File: src/rtl/hash_sched.sv
// Hash-word scheduler: sequences SHAKE output words into address-generator phases per job.
// Optional `HASH_SCHED_PAUSE_EN adds a pause input that stalls word acceptance in RUN.
module hash_sched (
   input  logic        clk,
   input  logic        rst,
   input  logic        start,
   input  logic [1:0]  op,
   input  logic [1:0]  level,
   input  logic        abort,
`ifdef HASH_SCHED_PAUSE_EN
   input  logic        pause,
`endif
   input  logic        shake_valid,
   output logic        shake_ready,
   output logic        agu_addr_clr,
   output logic        agu_add_en,
   output logic [2:0]  agu_mode,
   output logic [1:0]  agu_level,
   output logic [2:0]  phase,
   output logic [13:0] word_cnt,
   output logic        busy,
   output logic        done,
   output logic        err
);

   typedef enum logic [1:0] {IDLE, CLR, RUN, DONE} state_t;

   localparam logic [2:0] PH_S   = 3'b000;
   localparam logic [2:0] PH_SP  = 3'b001;
   localparam logic [2:0] PH_E   = 3'b010;
   localparam logic [2:0] PH_EP  = 3'b011;
   localparam logic [2:0] PH_EPP = 3'b100;
   localparam logic [2:0] PH_B   = 3'b101;
   localparam logic [2:0] PH_BP  = 3'b110;

   state_t      state;
   logic [1:0]  op_lat;
   logic        hold;
   logic        run_ok;
   logic        last_word;
   logic [2:0]  nxt_phase;

   function automatic logic [2:0] first_phase(input logic [1:0] o);
      case (o)
         2'b00:   first_phase = PH_S;
         2'b01:   first_phase = PH_SP;
         2'b10:   first_phase = PH_B;
         2'b11:   first_phase = PH_BP;
         default: first_phase = PH_S;
      endcase
   endfunction

   function automatic logic [2:0] mode_of(input logic [2:0] ph);
      case (ph)
         PH_S, PH_SP: mode_of = 3'b000;
         PH_E, PH_EP: mode_of = 3'b010;
         PH_EPP:      mode_of = 3'b001;
         PH_B:        mode_of = 3'b100;
         PH_BP:       mode_of = 3'b101;
         default:     mode_of = 3'b000;
      endcase
   endfunction

   // 8 words per loop iteration; E'' is a fixed 64-word phase
   function automatic logic [13:0] len_of(input logic [2:0] ph, input logic [1:0] lvl);
      if (ph == PH_EPP) begin
         len_of = 14'd64;
      end else begin
         case (lvl)
            2'b01:   len_of = 14'd10752;
            2'b10:   len_of = 14'd7808;
            2'b11:   len_of = 14'd5120;
            default: len_of = 14'd0;
         endcase
      end
   endfunction

   function automatic logic [2:0] next_of(input logic [2:0] ph);
      case (ph)
         PH_S:    next_of = PH_E;
         PH_SP:   next_of = PH_EP;
         PH_EP:   next_of = PH_EPP;
         default: next_of = 3'b111;
      endcase
   endfunction

   function automatic logic is_final(input logic [1:0] o, input logic [2:0] ph);
      case (o)
         2'b00:   is_final = (ph == PH_E);
         2'b01:   is_final = (ph == PH_EPP);
         default: is_final = 1'b1;
      endcase
   endfunction

   // Handshake and strobe decode; abort blocks acceptance in its own cycle
   always_comb begin
      hold = 1'b0;
`ifdef HASH_SCHED_PAUSE_EN
      hold = pause;
`endif
      run_ok       = !rst && (state == RUN) && !abort && !hold;
      shake_ready  = run_ok;
      agu_add_en   = run_ok && shake_valid;
      agu_addr_clr = !rst && ((state == CLR) || (abort && (state != IDLE)));
      busy         = !rst && (state != IDLE);
      done         = !rst && (state == DONE) && !abort;
      last_word    = (word_cnt == (len_of(phase, agu_level) - 14'd1));
      nxt_phase    = next_of(phase);
   end

   // Job sequencer
   always_ff @(posedge clk) begin
      if (rst) begin
         state     <= IDLE;
         phase     <= 3'b000;
         word_cnt  <= 14'd0;
         agu_mode  <= 3'b000;
         agu_level <= 2'b00;
         op_lat    <= 2'b00;
         err       <= 1'b0;
      end else begin
         err <= 1'b0;
         if (abort && (state != IDLE)) begin
            state <= IDLE;
         end else begin
            case (state)
               IDLE: begin
                  if (start) begin
                     if (level == 2'b00) begin
                        err <= 1'b1;
                     end else begin
                        op_lat    <= op;
                        agu_level <= level;
                        phase     <= first_phase(op);
                        agu_mode  <= mode_of(first_phase(op));
                        word_cnt  <= 14'd0;
                        state     <= CLR;
                     end
                  end
               end
               CLR: begin
                  word_cnt <= 14'd0;
                  state    <= RUN;
               end
               RUN: begin
                  if (agu_add_en) begin
                     word_cnt <= word_cnt + 14'd1;
                     if (last_word) begin
                        if (is_final(op_lat, phase)) begin
                           state <= DONE;
                        end else begin
                           phase    <= nxt_phase;
                           agu_mode <= mode_of(nxt_phase);
                           word_cnt <= 14'd0;
                           state    <= CLR;
                        end
                     end
                  end
               end
               DONE:    state <= IDLE;
               default: state <= IDLE;
            endcase
         end
      end
   end

endmodule
File: config.mk
export PLATFORM = sky130hd
export DESIGN_NAME = hash_sched
export DESIGN_NICKNAME = d
export VERILOG_FILES = /design/src/rtl/hash_sched.sv
export SDC_FILE = /design/constraint.sdc
export NUM_CORES = 1
export LEC_CHECK = 0
export ABC_AREA = 1
export CAP_MARGIN = 20
export CORE_ASPECT_RATIO = 1.4
export CORE_MARGIN = 2
export CORE_UTILIZATION = 48
export CTS_BUF_LIST = sky130_fd_sc_hd__clkbuf_4
export CTS_CLUSTER_SIZE = 16
export DETAILED_ROUTE_END_ITERATION = 8
export PLACE_DENSITY = 0.86
export RECOVER_POWER = 100
export SYNTH_ARGS = -nofsm -noshare
export SYNTH_HDL_FRONTEND = slang
export SYNTH_SLANG_ARGS = --single-unit
File: constraint.sdc
create_clock -name clk -period 3 [get_ports clk]
set_input_delay 0.45 -clock clk [delete_from_list [all_inputs] [get_ports clk]]
set_output_delay 0.45 -clock clk [all_outputs]
set_load 0.005 [all_outputs]
==> results of run 1 <==
## state kept, by name (all words and copies together), names as in the netlist
signal     count
op_lat         2
agu_level      2
err            1
state          2
phase          3
agu_mode       3
word_cnt      14
## cells by family (layout without fill, tap and decap cells)
logic type / Yosys count / after routing / share of synthesized area, %
AND/OR/NAND/NOR: 163 / 163 / 41.8
buffers and inverters: 50 / 86 / 11.6
AO/OA/AOI/OAI: 29 / 29 / 8.72
flip-flops: 27 / 27 / 28.1
XOR/XNOR: 10 / 10 / 4.56
adder cells (fa/ha/maj): 8 / 8 / 5.21
## layout by cell type (no fill, tap or decap), types with 7 or more instances in the layout
cell | netlist | layout
nand2_1 | 66 | 67
nor2_1 | 38 | 44
inv_1 | 37 | 38
dfxtp_1 | 27 | 27
dlygate4sd3_1 | 0 | 27
nand3_1 | 16 | 18
a21oi_1 | 14 | 14
clkdlybuf4s50_1 | 0 | 9
ha_1 | 8 | 8
inv_2 | 8 | 7
nor3_1 | 7 | 7
nand4_1 | 7 | 7
## stage by stage
| step | util, % | worst slack, ns |
|---|---|---|
| after global placement | 58.9 | 0.521 |
| after floorplan | - | 0.742 |
| after CTS | 59.7 | 0.492 |
| after global routing | 58.9 | 0.203 |
| after detailed placement | 58.9 | 0.498 |
| final | 58.9 | 0.340 |
## metal layers
| metal | up-vias | GRT usage, % | wire, µm |
|---|---|---|---|
| met2 | 65 | 37.3 | 2300 |
| met5 | - | 0 | 0 |
| li1 | 978 | - | - |
| met1 | 859 | 21.5 | 1720 |
| met3 | 20 | 1.95 | 160 |
| met4 | 0 | 11.2 | 198 |
## critical path, cell delays in order
cell,delay [ns]
clkdlybuf4s50_1,0.51
inv_1,0.38
nand2_1,0.19
nor3_1,0.16
clkdlybuf4s50_1,0.52
## worst min-delay path by stage
stage / end / slack (ns) / startpoint / depth (start not counted)
after floorplan: agu_mode[0] / 0.48 / agu_mode[0] / 2
after global routing: word_cnt[1] / 0.54 / word_cnt[1] / 2
after CTS: word_cnt[1] / 0.52 / word_cnt[1] / 2
after detailed placement: agu_mode[2] / 0.48 / agu_mode[2] / 2
final: agu_mode[0] / 0.51 / agu_mode[0] / 2
after global placement: agu_mode[2] / 0.48 / agu_mode[2] / 2
## power groups by stage
stage,Combinational (mW),Sequential (mW),Clock (mW)
detailed placement,0.989,0.505,0
floorplan,0.762,0.496,0
finish,0.949,0.495,0.176
global route,1.06,0.504,0.191
CTS,0.995,0.496,0.185
global placement,0.968,0.502,0
## area by class of cell
type	instances	area share (%)
clock buffer	3	0.985
clock inverter	1	0.383
inverter	46	7.66
multi-input combinational	210	49.2
sequential	27	23.6
tap	43	2.35
timing repair buffer	36	15.8
==> metrics, run 1 <==
sequential share of power 30.5%; final weighted congestion in routability-driven placement ~0.90; Starting Density 49.5%; number of antenna-violating nets in the routed design 0; via density per instance 5.25; cts-stage hold buffer count 0; Die Span X between 50 and 60 µm; HP Class flop to flop; detailed placement HPWL 3.55 mm; proportion of layout cells with a drive suffix above 1 approximately a tenth; clock transition at the registers of the reported paths roughly 0.15 ns; CORE AREA 3880 µm²; endpoint kind of the worst setup timing path output port; CTS Root Cell clkbuf_4; minimum clock period after layout around 2.7 ns; drt initial violations 58; Worst VDD drop 521 µV; overall die area about 4500 µm²; vias in the first global route about 1700; final setup skew 0.0111 ns; # Post-CTS Setup Buffers 0; total number of vias approximately 1900; Logic pwr share ~59%; area of all sequential standard cells around 540 µm²; sum of routed wire length over all layers between 4 and 5 mm; status finished clean; count of different cell masters after synthesis 34; Power, Total 1.62 mW; arrival time at the worst endpoint roughly 2.2 ns; total net switching power ~0.8 mW; ys flop type dfxtp_1; worst-margin pin slew approximately 0.44 ns; top-area cell type share of the netlist area between 20% and 30%; Commonest cells post-synth nand2_1 (66), nor2_1 (38), inv_1 (37); IO Port Bufs 36; post-synth design cell area about 1900 µm²; average detailed-routed wire length per instance 12.0 µm; most frequently used cell type in the post-synthesis netlist nand2_1; number of antenna violations at the first check in global routing 0; highest fanout seen on the critical path 13; relative slew slack 70.4%; part of the power in the clock network between 10% and 20%; proportion of synthesized flip-flops having asynchronous set or reset 0%; clock insertion delay at the later pin of the skew report between 0.3 and 0.4 ns; total clock buffers created by CTS 3; minimum hold slack about 0.51 ns; remaining routing DRC violations 0; Cells after DPL between 300 and 400; largest net degree at the start of global routing 18; ratio of total power to cell area 708 nW/µm²; count of fill cells added during filler insertion 368; wire length of the first global-routing pass around 7.3 mm; FF-to-FF Start agu_level[0]; Post-Place Cell Area 2290 µm²; switch share between 40% and 50%; Tcrit/Tclk final 88.7%; Leak Pwr 1.08 nW; Max Cap Viol 0; register area share after synthesis ~28%; CP startpoint kind primary input; setup tns final 0 ns; final cell count without fillers roughly 370; remaining global-route overflow 0; Layout area overhead 19.0%; number of synthesized flops with an enable pin 0; die outline height between 70 and 80 µm; Critical Path RT around 2.6 ns; final count of negative-setup-slack endpoints 0; Post-Syn Area per Cell around 6.7 µm²; maximum operating frequency 0.376 GHz; syn_nets slightly above 300; number of ports placed on the die boundary 37; critical path class primary input to output port; post-CTS resize count 0; number of sinks driven by the clock tree 27; final design instance area without fill around 2300 µm²; Worst setup endpoint agu_add_en; Std-Cell Rows 27; drt pass-1 iters 4; CTS tree yes; fin. max-slew vios 0; clk buf depth 2; hold violation total from the final report 0; Max H-tree Level 1; number of antenna diodes 0; largest area contributor in the synthesized netlist dfxtp_1; RSZ-0062 raised after global routing false; multi-input gate area in the final layout 1130 µm²; flops & latches, synth 27; RR Endpoint word_cnt[10]; launching element of the worst setup path rst; synthesized instance count between 200 and 300; internal reg-to-reg setup slack 0.52 ns; overall routing resource usage roughly 20%; main area contributors after synthesis dfxtp_1 (28%), nand2_1 (13%), nor2_1 (7.4%); fin nets 341; count of cells along the worst register-to-register path 14; number of warning messages in the yosys log 0; internal power consumption around 0.83 mW
Power figures use the tool's default switching activity.
==> inputs of run 2 (changes only) <==
clock period = 3.05 ns   (was 3 ns; I/O delays follow)
==> metrics, run 2 (same netlist as run 1, synthesis figures left out) <==
status finished clean (unchanged); Starting Density 49.5% (unchanged); wire length of the first global-routing pass 7.14 mm (was 7.29 mm); number of antenna-violating nets in the routed design 0 (unchanged); Layout area overhead 19.3% (was 19.0%); arrival time at the worst endpoint 2.20 ns (was 2.21 ns); Leak Pwr 1.08 nW (about the same); sum of routed wire length over all layers 4.36 mm (was 4.38 mm); part of the power in the clock network 11.1% (was 10.9%); number of instances on the worst hold path 2 (unchanged); internal reg-to-reg setup slack 0.45 ns (was 0.52 ns); critical path class primary input to output port (unchanged); most common cell after layout, fill and taps aside nand2_1 (unchanged); most frequent cells in the layout nand2_1 (67), nor2_1 (42), inv_1 (37) (was nand2_1 (67), nor2_1 (44), inv_1 (38)); total number of vias 1904 (was 1922); minimum clock period after layout around 2.7 ns; highest fanout seen on the critical path 13 (unchanged); Tcrit/Tclk final between 80% and 90%; Worst VDD drop 533 µV (was 521 µV); final count of negative-setup-slack endpoints 0 (unchanged); delay-heaviest family, CP buffers and inverters (unchanged); vias in the first global route 1689 (was 1719); Worst path depth 5 (unchanged); top flop regs word_cnt (14), agu_mode (3), phase (3) (unchanged); Max Cap Viol 0 (unchanged); setup tns final 0 ns (unchanged); Critical Path RT 2.59 ns (was 2.55 ns); sequential share of power 30.3% (was 30.5%); IO Port Bufs 36 (unchanged); detailed placement HPWL 3.56 mm (was 3.55 mm); CTS tree yes (unchanged); final setup skew 0.0212 ns (was 0.0111 ns); fin. max-slew vios 0 (unchanged); cts-stage hold buffer count 0 (unchanged); RSZ-0062 raised after global routing false (unchanged); largest net degree at the start of global routing 18 (unchanged); ratio of total power to cell area 698 nW/µm² (was 708 nW/µm²); relative slew slack 67.8% (was 70.4%); slowest library cell on the worst path dlygate4sd3_1 (was clkdlybuf4s50_1); worst-path cell chain dlygate4sd3_1 -> inv_2 -> nand2_1 -> nor3_1 -> dlygate4sd3_1 (was clkdlybuf4s50_1 -> inv_1 -> nand2_1 -> nor3_1 -> clkdlybuf4s50_1); drt pass-1 iters 4 (unchanged); worst-margin pin slew 0.478 ns (was 0.440 ns); register bank with the most flops word_cnt (unchanged); multi-input gate area in the final layout 1130 µm² (about the same); average detailed-routed wire length per instance 11.9 µm (was 12.0 µm); Std-Cell Rows 27 (unchanged); total clock buffers created by CTS 3 (unchanged); overall die area 4530 µm² (unchanged); cell with the most instances on the worst path dlygate4sd3_1 (was clkdlybuf4s50_1); overall routing resource usage 19.6% (was 20.1%); switch share 48.7% (was 48.6%); CP startpoint kind primary input (unchanged); clk buf depth 2 (unchanged); proportion of layout cells with a drive suffix above 1 10.8% (was 9.91%); max incr delay on CP 0.63 ns (was 0.52 ns); clock insertion delay at the later pin of the skew report 0.36 ns (was 0.34 ns); internal power consumption 0.821 mW (was 0.832 mW); Logic pwr share 58.6% (about the same); HP Class flop to flop (unchanged); Max H-tree Level 1 (unchanged); via density per instance 5.20 (was 5.25); CORE AREA 3880 µm² (unchanged); fin nets 341 (unchanged); remaining global-route overflow 0 (unchanged); final weighted congestion in routability-driven placement 0.904 (about the same); die outline height 78.9 µm (unchanged); clock transition at the registers of the reported paths 0.18 ns (was 0.15 ns); final core utilization 59.0% (was 58.9%); endpoint kind of the worst setup timing path output port (unchanged); number of antenna diodes 0 (unchanged); number of sinks driven by the clock tree 27 (unchanged); remaining routing DRC violations 0 (unchanged); number of antenna violations at the first check in global routing 0 (unchanged); hold violation total from the final report 0 (unchanged); total net switching power 0.779 mW (was 0.788 mW); # Post-CTS Setup Buffers 0 (unchanged); Die Span X 57.5 µm (unchanged); post-CTS resize count 0 (unchanged); count of cells along the worst register-to-register path 14 (unchanged); flip-flop count of the largest register after layout 14 (unchanged); maximum operating frequency 0.377 GHz; CTS Root Cell clkbuf_4 (unchanged); drt initial violations 89 (was 58); Bufs and invs on worst path 3 (unchanged); count of fill cells added during filler insertion 364 (was 368); number of ports placed on the die boundary 37 (unchanged); area of all sequential standard cells 541 µm² (unchanged)
-- run 2: metrics by stage --
step           setup slack (ns)  instance area [µm²]  hold slack [ns]  std cells  total power, mW
2_1_floorplan             0.792                 1920            0.475        287             1.24
3_3_place_gp              0.556                 2290            0.481        362             1.45
3_5_place_dp              0.520                 2290            0.483        362             1.47
4_1_cts                   0.519                 2320            0.512        366             1.64
5_1_grt                   0.245                 2290            0.548        366             1.73
6_report                  0.394                 2290            0.507        366             1.60
-- run 2: final cells by class --
class / instances / share of cell area, %
tap: 43 / 2.35
clock buffer: 3 / 0.983
clock inverter: 1 / 0.382
sequential: 27 / 23.6
timing repair buffer: 36 / 15.7
inverter: 46 / 7.64
multi-input combinational: 210 / 49.3
-- run 2: path summary, 6_finish.rpt --
kind	startpoint	to
max reg2reg	agu_level[0]	word_cnt[10]
max	rst	agu_add_en
min reg2reg	word_cnt[1]	word_cnt[1]
min	word_cnt[1]	word_cnt[1]
-- run 2: metal layers --
layer,global-route usage (%),share of wire (%)
met1,21.1,39
met2,37.6,54
met3,1.63,3.9
met4,8.14,3.0
met5,0,0
-- run 2: worst reg2reg max path: cells and delay by family (launching register included) --
family / cells / cell delay [ns]
flops: 1 / 0.43
simple gates: 9 / 1.16
fa+ha+maj: 2 / 0.62
xor+xnor: 1 / 0.13
buf+inv: 2 / 0.19
-- run 2: power by group through the flow --
stage	Clock (mW)	Combinational [mW]	Sequential, mW
after global placement	0	0.952	0.493
after global routing	0.187	1.05	0.496
final	0.178	0.937	0.485
after detailed placement	0	0.974	0.495
after CTS	0.176	0.978	0.487
after floorplan	0	0.750	0.487
==> inputs of run 3 (changes only) <==
CORE_UTILIZATION = 54   (was 48)
PLACE_DENSITY = 0.94   (was 0.86)
==> metrics, run 3 (same netlist as run 1, synthesis figures left out) <==
status finished clean (unchanged); clock transition at the registers of the reported paths 0.16 ns (was 0.18 ns); final count of negative-setup-slack endpoints 0 (unchanged); proportion of layout cells with a drive suffix above 1 10.5% (was 10.8%); total number of vias 1923 (was 1904); Max H-tree Level 1 (unchanged); detailed placement HPWL 3.40 mm (was 3.56 mm); Std-Cell Rows 25 (was 27); HP Class flop to flop (unchanged); highest fanout seen on the critical path 13 (unchanged); overall die area 4060 µm² (was 4530 µm²); count of fill cells added during filler insertion 291 (was 364); remaining global-route overflow 0 (unchanged); number of sinks driven by the clock tree 27 (unchanged); setup tns final 0 ns (unchanged); clock insertion delay at the later pin of the skew report 0.34 ns (was 0.36 ns); vias in the first global route 1833 (was 1689); register bank with the most flops word_cnt (unchanged); CTS tree yes (unchanged); CP startpoint kind primary input (unchanged); number of antenna violations at the first check in global routing 0 (unchanged); Leak Pwr 1.08 nW (about the same); remaining routing DRC violations 0 (unchanged); worst slack at placement 0.512 ns (was 0.520 ns); fin. max-slew vios 0 (unchanged); CORE AREA 3380 µm² (was 3880 µm²); flip-flop count of the largest register after layout 14 (unchanged); worst-margin pin slew 0.447 ns (was 0.478 ns); top flop regs word_cnt (14), agu_mode (3), phase (3) (unchanged); ratio of total power to cell area 694 nW/µm² (was 698 nW/µm²); post-CTS resize count 0 (unchanged); Critical Path RT 2.59 ns (about the same); most frequent cells in the layout nand2_1 (67), nor2_1 (43), inv_1 (37) (was nand2_1 (67), nor2_1 (42), inv_1 (37)); number of antenna diodes 0 (unchanged); relative slew slack 69.9% (was 67.8%); CTS Root Cell clkbuf_4 (unchanged); fin nets 341 (unchanged); drt pass-1 iters 4 (unchanged); drt initial violations 62 (was 89); most common cell after layout, fill and taps aside nand2_1 (unchanged); endpoint kind of the worst setup timing path output port (unchanged); cts-stage hold buffer count 0 (unchanged); via density per instance 5.30 (was 5.20); RSZ-0062 raised after global routing false (unchanged); die outline height 74.6 µm (was 78.9 µm); arrival time at the worst endpoint 2.24 ns (was 2.20 ns); largest net degree at the start of global routing 18 (unchanged); Tcrit/Tclk final 88.3% (was 87.1%); final weighted congestion in routability-driven placement 0.905 (was 0.904); critical path class primary input to output port (unchanged); final setup skew 0.0103 ns (was 0.0212 ns); Starting Density 56.9% (was 49.5%); number of antenna-violating nets in the routed design 0 (unchanged); minimum clock period after layout 2.69 ns (was 2.66 ns); total clock buffers created by CTS 3 (unchanged); IO Port Bufs 36 (unchanged); Layout area overhead 18.9% (was 19.3%); average detailed-routed wire length per instance 11.7 µm (was 11.9 µm); hold violation total from the final report 0 (unchanged); overall routing resource usage 23.3% (was 19.6%); least setup slack across all paths after layout 0.356 ns (was 0.394 ns); maximum operating frequency 0.371 GHz (was 0.377 GHz); Max Cap Viol 0 (unchanged); wire length of the first global-routing pass 7.29 mm (was 7.14 mm); minimum hold slack 0.508 ns (was 0.507 ns); number of ports placed on the die boundary 37 (unchanged); Worst VDD drop 495 µV (was 533 µV); sum of routed wire length over all layers 4.27 mm (was 4.36 mm); clk buf depth 2 (unchanged); # Post-CTS Setup Buffers 0 (unchanged); Die Span X 54.4 µm (was 57.5 µm)
run 3: cell types whose count changed in the layout (fill, tap and decap cells not counted):
cell,before,now
nor2_2,8,7
o21ai_1,2,1
o21ai_0,5,6
nor2_1,42,43
run 3: final cells by class:
class                      count  area (µm²)  area share (%)
multi-input combinational    210        1130            49.4
sequential                    27         541            23.6
timing repair buffer          36         360            15.8
inverter                      46         175            7.66
tap                           40        50.0            2.19
clock buffer                   3        22.5           0.985
clock inverter                 1        8.76           0.383
run 3: stage by stage:
step	power, mW	instances	instance area [µm²]	utilization, %
2_1_floorplan	1.24	287	1920	-
3_3_place_gp	1.44	359	2280	67.6
3_5_place_dp	1.46	359	2280	67.6
4_1_cts	1.63	363	2320	68.6
5_1_grt	1.74	363	2290	67.7
6_report	1.59	363	2290	67.7
run 3: path summary, 6_finish.rpt:
path / to / slack (ns) / startpoint / depth (start not counted)
hold reg to reg: agu_mode[2] / 0.51 / agu_mode[2] / 2
hold / removal: agu_mode[2] / 0.51 / agu_mode[2] / 2
setup reg to reg: word_cnt[10] / 0.42 / agu_level[0] / 14
setup / recovery: agu_add_en / 0.36 / rst / 5
run 3: where the power goes:
part	switching [mW]	internal (mW)	leakage, nW
clock	0.122	0.0536	0.0183
combinational	0.576	0.346	0.845
sequential	0.0715	0.418	0.220
total	0.769	0.817	1.08
run 3: per-layer routing:
layer  vias up  part of all wire (%)  global-route usage, %
met1       869                    40                   25.8
met3        17                   4.2                   2.21
met2        54                    53                   43.9
met5         -                     0                      0
met4         0                   2.5                   8.89
li1        983                     -                      -
run 3: critical path, stage by stage:
cell and delay [ns]:
dlygate4sd3_1 0.63, inv_2 0.25, nand2_1 0.16, nor3_1 0.15, dlygate4sd3_1 0.59
==> RTL edit: new RTL, settings of run 2 <==
Encoding of `state_t`: now one-hot (4 bits for 4 states).
--- a/src/rtl/hash_sched.sv
+++ b/src/rtl/hash_sched.sv
@@ -25,3 +25,3 @@
 
-   typedef enum logic [1:0] {IDLE, CLR, RUN, DONE} state_t;
+   typedef enum logic [3:0] {IDLE = 4'b0001, CLR = 4'b0010, RUN = 4'b0100, DONE = 4'b1000} state_t;
 
Formal check against the unedited RTL: no difference found for any inputs over 4 cycles, from zero or initial values and one cycle with rst high; so few cycles prove little.
==> RTL edit against run 2 <==
- largest cell class unchanged
- combinational power decreased by 14%
- highest routed layer unchanged
- total power shrank 3.6%
- worst setup slack better by 0.0013 ns
- register-to-register slack lost 0.05 ns
- clock skew down 0.014 ns
- cell area down 0.66%
- wire length decreased by 1.9%
- sequential cell count rose by 2
- area after synthesis decreased by 3.1%
==> RTL edit: results (changes against run 2) <==
* Total CTS buffers at 5 (was 3)
* CTS Buffer Depth at 2 (unchanged)
* DP Worst Slack at 0.4066 ns (was 0.5203 ns)
* Worst-Skew Late Latency at 0.32 ns (was 0.36 ns)
* Regs by FF count: word_cnt: 14 flops, state: 4 flops (was word_cnt: 14 flops, agu_mode: 3 flops, phase: 3 flops)
* Vias per std cell at 5.178 (was 5.202)
* Vias in the first global route at 1,815 (was 1,689)
* Leakage at 1.089 nW (was 1.084 nW)
* Crit path DAT at 2.86 ns (was 2.20 ns)
* Commonest cells post-synth: nand2_1, nor2_1, inv_1 (unchanged)
* Post-synthesis cell count at 284 (was 287)
* Leading post-synthesis cells by cell area: dfxtp_1, nand2_1, nor2_1, inv_1, ha_1 (unchanged)
* Worst Tran Pin Value at 0.7919 ns (was 0.4781 ns)
* Layout cells sized above 1 at 0.06811 (was 0.1084)
* Met3 Wirelength at 234 um (was 172 um)
* H-tree levels at 2 (was 1)
* Distinct cell type count after synthesis at 31 (was 34)
* Post-synthesis sequential area ratio at 0.3116 (was 0.2813)
* Worst IR Drop VDD at 450.4 uV (was 532.9 uV)
* Routability cong. at 0.9866 (was 0.9035)
* Metal2 WL at 2.271 mm (was 2.334 mm)
* Critical path's largest stage delay at 0.41 ns (was 0.63 ns)
* Outcome: finished, final reports clean (unchanged)
* Largest net degree at the start of global routing at 13 (was 18)
* DPL Wire Length at 3.308 mm (was 3.558 mm)
* Total GRT Usage at 0.2138 (was 0.1956)
* Net count of the finished layout at 339 (was 341)
* Clock Skew at 0.007284 ns (was 0.02116 ns)
* Post-CTS resize count at 0 (unchanged)
* Clock slew at reported path FFs at 0.10 ns (was 0.18 ns)
* Final non-filler cell total at 365 (was 366)
[RTL edit: path summary, 6_finish.rpt]
path                startpoint          end  slack, ns  depth (start not counted)
setup / recovery  agu_level[0]  word_cnt[7]       0.40                         14
hold / removal     agu_mode[1]  agu_mode[1]       0.52                          4
setup reg to reg  agu_level[0]  word_cnt[7]       0.40                         14
hold reg to reg    agu_mode[1]  agu_mode[1]       0.52                          4
[RTL edit: metal layers]
layer,track usage,vias up
li1,-,975
met1,0.2358,847
met2,0.3953,61
met3,0.04333,7
met4,0.07381,0
met5,0,-
[RTL edit: cells by family after synthesis]
kind of cell,Yosys count,share of synthesized area
AO/OA/AOI/OAI,26,0.08663
flip-flops,29,0.3116
XOR/XNOR,9,0.04231
adder cells (fa/ha/maj),8,0.05373
AND/OR/NAND/NOR,161,0.3862
buffers and inverters,51,0.1195
[RTL edit: cell type report]
| cell class | instances | area, um^2 |
|---|---|---|
| Multi-Input combinational cell | 204 | 1052 |
| Clock inverter | 3 | 17.52 |
| Tap cell | 42 | 52.55 |
| Clock buffer | 5 | 37.54 |
| Inverter | 45 | 168.9 |
| Fill cell | 353 | 1399 |
| Sequential cell | 29 | 580.6 |
| Timing Repair Buffer | 37 | 367.9 |
[RTL edit: power breakdown]
group / internal (mW) / leakage [nW] / switching (mW)
registers: 0.451 / 0.236 / 0.0568
clock network: 0.0868 / 0.0310 / 0.142
logic: 0.305 / 0.822 / 0.502
[RTL edit: worst max-delay path, delay by kind of cell, from the launching register on]
family	cells	cell delay [ns]
AOI/OAI and AO/OA	1	0.22
and+or+nand+nor	9	1.07
DFF	1	0.41
buffers and inverters	2	0.18
adders and majority gates	2	0.65
[RTL edit: per-stage QoR]
stage / hold WS [ns] / cell area (um^2)
3_3_place_gp: 0.4998 / 2230
4_1_cts: 0.5247 / 2285
3_5_place_dp: 0.5077 / 2230
6_report: 0.5173 / 2277
2_1_floorplan: 0.4984 / 1863
5_1_grt: 0.5473 / 2277
